$ cat src/rtl/mips_soc_pkg.sv
// Shared types and constants for the MIPS SoC program loader.
package mips_soc_pkg;

  typedef enum logic [2:0] {
    StIdle,
    StHdr,
    StLoad,
    StChk,
    StDone,
    StErr
  } loader_state_e;

  localparam logic [1:0] ERR_NONE = 2'd0;
  localparam logic [1:0] ERR_LEN  = 2'd1;
  localparam logic [1:0] ERR_CSUM = 2'd2;

endpackage

$ cat src/rtl/mips_prog_loader_if.sv
// Host-to-loader word stream with a valid/ready handshake.
interface mips_prog_loader_if #(
  parameter int unsigned DATA_W = 32
);
  logic              in_valid;
  logic [DATA_W-1:0] in_data;
  logic              in_ready;

  modport master (output in_valid, output in_data, input in_ready);
  modport slave  (input in_valid, input in_data, output in_ready);
endinterface

$ cat src/rtl/mips_prog_loader.sv
// Framed program loader: header (length), payload words, checksum. Writes the payload into
// instruction memory and releases the core reset only after a clean, checksummed load.
module mips_prog_loader
  import mips_soc_pkg::*;
#(
  parameter int unsigned DATA_W    = 32,
  parameter int unsigned DEPTH     = 128,
  parameter int unsigned ADDR_W    = $clog2(DEPTH),
  parameter int unsigned BASE_ADDR = 0
) (
  input  logic                CLK,
  input  logic                RST,
  input  logic                start,
  mips_prog_loader_if.slave   host,
  output logic                mem_we,
  output logic [ADDR_W-1:0]   mem_addr,
  output logic [DATA_W-1:0]   mem_wdata,
  output logic                cpu_rst_n,
  output logic                busy,
  output logic                done,
  output logic                error,
  output logic [1:0]          err_code,
  output logic [ADDR_W:0]     word_count
);

  localparam int unsigned CntW   = ADDR_W + 1;
  localparam int unsigned MaxLen = DEPTH - BASE_ADDR;

  loader_state_e     state_q, state_d;
  logic              in_ready_q, in_ready_d;
  logic              mem_we_q, mem_we_d;
  logic [ADDR_W-1:0] mem_addr_q, mem_addr_d;
  logic [DATA_W-1:0] mem_wdata_q, mem_wdata_d;
  logic              cpu_rst_n_q, cpu_rst_n_d;
  logic [1:0]        err_code_q, err_code_d;
  logic [CntW-1:0]   word_count_q, word_count_d;
  logic [CntW-1:0]   len_q, len_d;
  logic [DATA_W-1:0] sum_q, sum_d;

  logic            accept;
  logic            len_ok;
  logic [CntW-1:0] wc_inc;

  assign accept = host.in_valid & in_ready_q;
  assign len_ok = (host.in_data != '0) && (host.in_data <= DATA_W'(MaxLen));
  assign wc_inc = word_count_q + CntW'(1);

  always_comb begin
    state_d      = state_q;
    mem_we_d     = 1'b0;
    mem_addr_d   = mem_addr_q;
    mem_wdata_d  = mem_wdata_q;
    cpu_rst_n_d  = cpu_rst_n_q;
    err_code_d   = err_code_q;
    word_count_d = word_count_q;
    len_d        = len_q;
    sum_d        = sum_q;

    unique case (state_q)
      StIdle: begin
        if (start) state_d = StHdr;
      end
      StHdr: begin
        if (accept) begin
          if (len_ok) begin
            state_d      = StLoad;
            len_d        = CntW'(host.in_data);
            sum_d        = '0;
            word_count_d = '0;
          end else begin
            state_d    = StErr;
            err_code_d = ERR_LEN;
          end
        end
      end
      StLoad: begin
        if (accept) begin
          mem_we_d     = 1'b1;
          mem_addr_d   = ADDR_W'(BASE_ADDR) + word_count_q[ADDR_W-1:0];
          mem_wdata_d  = host.in_data;
          sum_d        = sum_q + host.in_data;
          word_count_d = wc_inc;
          if (wc_inc == len_q) state_d = StChk;
        end
      end
      StChk: begin
        if (accept) begin
          if (host.in_data == sum_q) begin
            state_d     = StDone;
            cpu_rst_n_d = 1'b1;
            err_code_d  = ERR_NONE;
          end else begin
            state_d    = StErr;
            err_code_d = ERR_CSUM;
          end
        end
      end
      StDone, StErr: begin
        // Restart drops the core back into reset so a running program can be replaced.
        if (start) begin
          state_d      = StHdr;
          cpu_rst_n_d  = 1'b0;
          err_code_d   = ERR_NONE;
          word_count_d = '0;
          sum_d        = '0;
        end
      end
      default: state_d = StIdle;
    endcase

    in_ready_d = (state_d == StHdr) || (state_d == StLoad) || (state_d == StChk);
  end

  always_ff @(posedge CLK or negedge RST) begin
    if (!RST) begin
      state_q      <= StIdle;
      in_ready_q   <= 1'b0;
      mem_we_q     <= 1'b0;
      mem_addr_q   <= ADDR_W'(BASE_ADDR);
      mem_wdata_q  <= '0;
      cpu_rst_n_q  <= 1'b0;
      err_code_q   <= ERR_NONE;
      word_count_q <= '0;
      len_q        <= '0;
      sum_q        <= '0;
    end else begin
      state_q      <= state_d;
      in_ready_q   <= in_ready_d;
      mem_we_q     <= mem_we_d;
      mem_addr_q   <= mem_addr_d;
      mem_wdata_q  <= mem_wdata_d;
      cpu_rst_n_q  <= cpu_rst_n_d;
      err_code_q   <= err_code_d;
      word_count_q <= word_count_d;
      len_q        <= len_d;
      sum_q        <= sum_d;
    end
  end

  assign host.in_ready = in_ready_q;
  assign mem_we        = mem_we_q;
  assign mem_addr      = mem_addr_q;
  assign mem_wdata     = mem_wdata_q;
  assign cpu_rst_n     = cpu_rst_n_q;
  assign err_code      = err_code_q;
  assign word_count    = word_count_q;
  assign busy          = (state_q == StHdr) || (state_q == StLoad) || (state_q == StChk);
  assign done          = (state_q == StDone);
  assign error         = (state_q == StErr);

endmodule

$ cat src/flat_wrapper.sv
// flat-port wrapper written by rule: the top's interface ports become plain ports
module mips_prog_loader_flat import mips_soc_pkg::*;
#(
  parameter int unsigned DATA_W    = 32,
  parameter int unsigned DEPTH     = 128,
  parameter int unsigned ADDR_W    = $clog2(DEPTH),
  parameter int unsigned BASE_ADDR = 0
)
  (CLK, RST, start, mem_we, mem_addr, mem_wdata, cpu_rst_n, busy, done, error, err_code, word_count, host_in_valid, host_in_data, host_in_ready);
  mips_prog_loader_if #(.DATA_W(DATA_W)) host_i ();
  input  logic CLK;
  input  logic RST;
  input  logic start;
  output logic mem_we;
  output logic [ADDR_W-1:0] mem_addr;
  output logic [DATA_W-1:0] mem_wdata;
  output logic cpu_rst_n;
  output logic busy;
  output logic done;
  output logic error;
  output logic [1:0] err_code;
  output logic [ADDR_W:0] word_count;
  input wire logic [$bits(host_i.in_valid)-1:0] host_in_valid;
  input wire logic [$bits(host_i.in_data)-1:0] host_in_data;
  output wire logic [$bits(host_i.in_ready)-1:0] host_in_ready;
  assign host_i.in_valid = host_in_valid;
  assign host_i.in_data = host_in_data;
  assign host_in_ready = host_i.in_ready;
  mips_prog_loader #(.DATA_W(DATA_W), .DEPTH(DEPTH), .ADDR_W(ADDR_W), .BASE_ADDR(BASE_ADDR)) u_core (.CLK(CLK), .RST(RST), .start(start), .host(host_i), .mem_we(mem_we), .mem_addr(mem_addr), .mem_wdata(mem_wdata), .cpu_rst_n(cpu_rst_n), .busy(busy), .done(done), .error(error), .err_code(err_code), .word_count(word_count));
endmodule
$ cat config.mk
export PLATFORM = sky130hd
export DESIGN_NAME = mips_prog_loader_flat
export DESIGN_NICKNAME = d
export VERILOG_FILES = /design/src/rtl/mips_soc_pkg.sv /design/src/rtl/mips_prog_loader_if.sv /design/src/rtl/mips_prog_loader.sv /design/src/flat_wrapper.sv
export SDC_FILE = /design/constraint.sdc
export NUM_CORES = 1
export LEC_CHECK = 0
export ABC_AREA = 0
export BUFFER_PORTS_ARGS = -buffer_cell sky130_fd_sc_hd__buf_2
export CAP_MARGIN = 20
export CORE_MARGIN = 4
export CORE_UTILIZATION = 25
export CTS_CLUSTER_SIZE = 12
export DETAILED_ROUTE_END_ITERATION = 6
export SLEW_MARGIN = 20
export SYNTH_ARGS = -nofsm -noshare
export SYNTH_HDL_FRONTEND = slang
export SYNTH_SLANG_ARGS = --single-unit
$ cat constraint.sdc
create_clock -name CLK -period 8.45 [get_ports CLK]
set_clock_uncertainty 0.05 [all_clocks]
set_input_delay 1.2675 -clock CLK [delete_from_list [all_inputs] [get_ports CLK]]
set_output_delay 1.2675 -clock CLK [all_outputs]
set_load 0.05 [all_outputs]
==> results.cfg, run 1 <==
[drt]
drt_pass1_iterations = 4
dr_wl_met2_um = 7160
vias_per_cell = 4.83
highest_layer = met4
wire_per_inst_um = 15.7
ant_nets = 0
drc = 0
via_count = 4810
drt-initial-drc-count = 291
met3WireLength_um = 650
wl_met1_um = 7570
routed_wirelength_um = 15700

[worst_setup_path]
path_buf_inv = 1
crit_cells = 12
start_kind = input pin
slowest_stage = fa_1
worstSetupEndpointType = flop
cp_top_family = compound AO/OA/AOI/OAI gates
rr_worst_depth = 11
max_stage_delay_ps = 420
cp_max_fo = 4
arrival_ps = 3890
crit_chain = buf_2, ha_1, fa_1, a211oi_1, o21ai_0, o21a_1, o21ai_1, nand2_1, a221oi_2, o21ai_1, a211oi_1, a211oi_1
critPathRequiredTime_ps = 8630
worstSetupPathType = in -> reg
crit_top_cell = a211oi_1

[cts]
cts_tree = done
hold_buffers = 0
htree_num_levels = 3
cts_root_buffer = clkbuf_16
post_cts_resized = 0
postCtsSetupBuffers = 0
cts_buffer_depth = 2
cts_buffers = 9
clk_latency_ps = 360
clock_sinks = 95
clk_pin_slew_ps = 80

[sta]
period_needed_ps = 3720
timing.final.ws_setup_ps = 4730
rsz0062_at_grt = no
setup_violations = 0
hold_violations = 0
period_share_pct = 44.0
clock.fmax_ghz = 0.269
drv_slew = 0
relSlewSlack_pct = 39.7
tightest_slew_ps = 905
timing.hold.ws_ps = 421
final.setup.tns_ps = 0

[global_route]
antenna_found_initial = 0
grt-ovfl-total = 0
grt_pass1_wl_um = 25700
grt_pass1_vias = 4686
grt_max_degree = 77
grt.total_usage_pct = 13.1

[power_and_ir_drop]
p_sw_share_pct = 30.0
p_comb_share_pct = 13.3
p_leak_nw = 3.46
seq_power_share_pct = 44.0
internal-power_uw = 744
peakVddDrop_uv = 77.5
p_per_area_nw_per_um2 = 160
p_sw_uw = 319
clock_power_share_pct = 42.7

[final_layout]
mostFrequentLayoutCell = nand2_1
fin_nets = 779
drive_above_1_share_pct = 18.6
utilization_pct = 30.2
antenna_cells = 0
final-instance-count-excl-fill = 995
final_cell_mix = nand2_1, dfrtp_1, buf_2, o21ai_0, ha_1
area_growth_pct = 18.0

[placed_design]
pre_cts_ws_ps = 4350
dp_hpwl_um = 11100
dp_cells = 979
portBuffers = 90
gp_congestion = 0.836

[logic_synthesis]
syn_nets = 710
synth_top_family_by_area = simple AND/OR/NAND/NOR gates
synth_largest_area_cell = dfrtp_1
ys_seq_elements = 95
synth_compound_area_share_pct = 17.6
yosys-top-cells-area = dfrtp_1, nand2_1, ha_1
synthMuxAreaShare_pct = 1.81
synth-edff-count = 0
synthFlopType = dfrtp_1
synth.avg_cell_area_um2 = 8.75
synthCells = 641
synthSimpleGateAreaFrac_pct = 21.2
ys.warnings.count = 0
syn_area_um2 = 5610
async_reset_ff_share_pct = 100
synthAdderAreaFrac_pct = 7.49
synth-xor-area-share_pct = 6.71
yosysTopAreaCellShare_pct = 42.4
ys_types = 56
yosysSeqAreaShare_pct = 42.4

[die]
boundaryPins = 91
std_cell_rows = 54
dieArea_um2 = 24900
coreArea_um2 = 22000
die_w_um = 158
initial_core_util_pct = 25.6
die_y_um = 158

[flow_run]
max_cap_viol_count = 0

[worst_hold_path]
hp-class = reg -> reg
hold_depth = 2

[status]
outcome = finished clean
[worst min-delay path: cells and delay by family, from the launching register on]
family | cells | cell delay, ps
DFF | 1 | 340
and+or+nand+nor | 2 | 100
[synthesized netlist by cell type, types with 5 or more instances]
| cell type | n |
|---|---|
| nand4_1 | 10 |
| a21o_1 | 21 |
| and3_1 | 6 |
| o21ai_0 | 50 |
| dfrtp_1 | 95 |
| nor3_1 | 7 |
| inv_1 | 5 |
| clkbuf_1 | 28 |
| nor4_1 | 17 |
| a31oi_1 | 5 |
| nand3_1 | 10 |
| mux2_2 | 9 |
| nand2_1 | 171 |
| a21oi_1 | 30 |
| ha_1 | 32 |
| nor2_1 | 30 |
| xnor2_1 | 22 |
| xor2_1 | 21 |
[metal layers]
metal / track usage [%] / vias to the layer above
met2: 20.3 / 100
li1: - / 2378
met4: 4.63 / 0
met3: 2.13 / 18
met5: 0 / -
met1: 18.3 / 2314
[stage by stage]
stage / cell area, um2 / power (mW)
2_1_floorplan: 5610 / 0.565
3_3_place_gp: 6300 / 0.619
3_5_place_dp: 6300 / 0.619
4_1_cts: 6620 / 1.08
5_1_grt: 6620 / 1.11
6_report: 6620 / 1.06
[sequential cells by signal (all words and copies together), names as in the netlist]
| name | cells |
|---|---|
| u_core.len_q | 8 |
| u_core.host.in_ready | 1 |
| u_core.word_count | 8 |
| u_core.err_code | 2 |
| u_core.mem_addr | 7 |
| u_core.state_q | 3 |
| u_core.mem_wdata | 32 |
| u_core.sum_q | 32 |
| u_core.mem_we | 1 |
| u_core.cpu_rst_n | 1 |
[area by class of cell]
| cell class | count | area (um2) |
|---|---|---|
| Timing Repair Buffer | 94 | 483 |
| Tap cell | 280 | 350 |
| Fill cell | 2333 | 15300 |
| Clock inverter | 6 | 78.8 |
| Sequential cell | 95 | 2380 |
| Multi-Input combinational cell | 505 | 3080 |
| Inverter | 5 | 18.8 |
| Clock buffer | 10 | 239 |
[cells by family after synthesis]
group	count (synthesis)
buffers and inverters	41
adders and majority gates	33
muxes	9
xor gates and xnor gates	43
DFF	95
AOI/OAI and AO/OA	149
and+or+nand+nor	271
[power groups by stage]
stage / Clock (mW) / Combinational (mW) / Sequential, mW
after floorplan: 0 / 0.0740 / 0.491
after global routing: 0.486 / 0.154 / 0.470
after CTS: 0.474 / 0.143 / 0.468
after detailed placement: 0 / 0.143 / 0.477
after global placement: 0 / 0.142 / 0.477
final: 0.454 / 0.141 / 0.468
[worst paths after layout]
| check | slack, ps | endpoint | startpoint |
|---|---|---|---|
| max in group asynchronous | 6320 | u_core.sum_q[21] | RST |
| worst min register to register | 420 | u_core.mem_wdata[21] | u_core.mem_wdata[21] |
| worst max-delay path | 4730 | u_core.sum_q[28] | host_in_data[0] |
| min in group asynchronous | 780 | u_core.mem_addr[0] | RST |
| worst max register to register | 5400 | u_core.sum_q[28] | u_core.sum_q[0] |
| worst min-delay path | 420 | u_core.mem_wdata[21] | u_core.mem_wdata[21] |
Power figures use the tool's default switching activity.
==> run 2: changes to the inputs <==
- clock period: 8.45 -> 3.8 ns (I/O delays scaled with it)
==> results.cfg, run 2 (synthesis results as in run 1) <==
[status]
outcome = finished clean

[cts]
hold_buffers = 0
cts_buffer_depth = 2
post_cts_resized = 0
clock_sinks = 95
cts_tree = done
cts_buffers = 9
postCtsSetupBuffers = 0
clk_pin_slew_ps = 90
clk_latency_ps = 370
htree_num_levels = 3
cts_root_buffer = clkbuf_16

[worst_setup_path]
r2r_slack_ps = 760
worstSetupEndpointType = flop
cp_max_fo = 3
arrival_ps = 3220
cp-startpoint = u_core.sum_q[0]
worstReg2RegStart = u_core.sum_q[0]
rr_worst_depth = 11
start_kind = flop
critPathRequiredTime_ps = 3980
r2r-end = u_core.sum_q[28]
worstSetupPathType = reg -> reg

[global_route]
grt_max_degree = 77
grt-ovfl-total = 0
antenna_found_initial = 0
grt_pass1_wl_um = 25800
grt_pass1_vias = 4780
grt.total_usage_pct = 13.1

[power_and_ir_drop]
peakVddDrop_uv = 174
p_leak_nw = 3.47
internal-power_mw = 1.60
p_comb_share_pct = 14.2
power.total_mw = 2.32
clock_power_share_pct = 40.9
seq_power_share_pct = 44.8
p_sw_share_pct = 31.3
p_sw_uw = 726
p_per_area_nw_per_um2 = 349

[placed_design]
portBuffers = 90
pre_cts_ws_ps = 433
dp_hpwl_um = 11300
gp_congestion = 0.843
place_area_um2 = 6340

[sta]
rsz0062_at_grt = no
timing.final.ws_setup_ps = 761
drv_slew = 0
clock.fmax_ghz = 0.329
final.setup.tns_ps = 0
period_share_pct = 80.0
setup_violations = 0
hold_violations = 0
relSlewSlack_pct = 40.4
tightest_slew_ps = 894
period_needed_ps = 3040

[die]
die_w_um = 158
initial_core_util_pct = 25.6
die_y_um = 158
coreArea_um2 = 22000
dieArea_um2 = 24900
boundaryPins = 91
std_cell_rows = 54

[final_layout]
drive_above_1_share_pct = 18.8
final_cell_mix = nand2_1, dfrtp_1, buf_2, o21ai_0, ha_1
fin_nets = 781
final_area_um2 = 6650
antenna_cells = 0
mostFrequentLayoutCell = nand2_1
area_growth_pct = 18.5

[flow_run]
max_cap_viol_count = 0

[drt]
drt-initial-drc-count = 305
routed_wirelength_um = 15700
wire_per_inst_um = 15.8
drt_pass1_iterations = 4
drc = 0
vias_per_cell = 4.80
via_count = 4789
ant_nets = 0

[worst_hold_path]
hp-class = in -> async
-- run 2: cell types whose count changed in the layout (fill, tap and decap cells not counted), sizes merged --
cell    before  now
clkinv       0    2
buf         94   96
bufinv       1    0
clkbuf      10    9
-- run 2: critical path: stages, from the launching register on --
cell and delay (ps):
dfrtp_1 400, ha_1 210, fa_1 420, a211oi_1 260, o21ai_0 220, o21a_1 250, o21ai_1 180, nand2_1 120
a221oi_2 320, o21ai_1 160, a211oi_1 230, a211oi_1 80
-- run 2: final cells by class --
cell class / instances / area (um2)
Tap cell: 280 / 350
Clock buffer: 9 / 225
Fill cell: 2313 / 15300
Timing Repair Buffer: 96 / 523
Clock inverter: 7 / 81.3
Multi-Input combinational cell: 505 / 3080
Inverter: 5 / 18.8
Sequential cell: 95 / 2380
-- run 2: metrics by stage --
step / util (%) / cells / hold WS, ps
floorplan: - / 641 / 224
global placement: 28.9 / 981 / 403
detailed placement: 28.9 / 981 / 408
CTS: 30.3 / 997 / 316
global route: 30.3 / 997 / 357
finish: 30.3 / 997 / 277
-- run 2: power groups by stage --
stage,registers (mW),clock network (mW),logic (mW)
2_1_floorplan,1.09,0,0.165
3_3_place_gp,1.06,0,0.335
3_5_place_dp,1.06,0,0.336
4_1_cts,1.04,0.991,0.335
5_1_grt,1.04,1.03,0.363
6_report,1.04,0.950,0.331
-- run 2: worst max-delay path by stage --
stage	cells after the start	slack (ps)	to
global placement	12	470	u_core.sum_q[28]
CTS	11	730	u_core.sum_q[28]
detailed placement	12	430	u_core.sum_q[30]
floorplan	11	870	u_core.sum_q[28]
finish	11	760	u_core.sum_q[28]
global route	11	480	u_core.sum_q[28]
-- run 2: per-layer routing --
metal	global-route usage, %	vias up	wire (um)
li1	-	2383	-
met1	17.8	2305	7550
met2	21.3	83	7280
met3	2.02	18	602
met4	4.38	0	283
met5	0	-	0
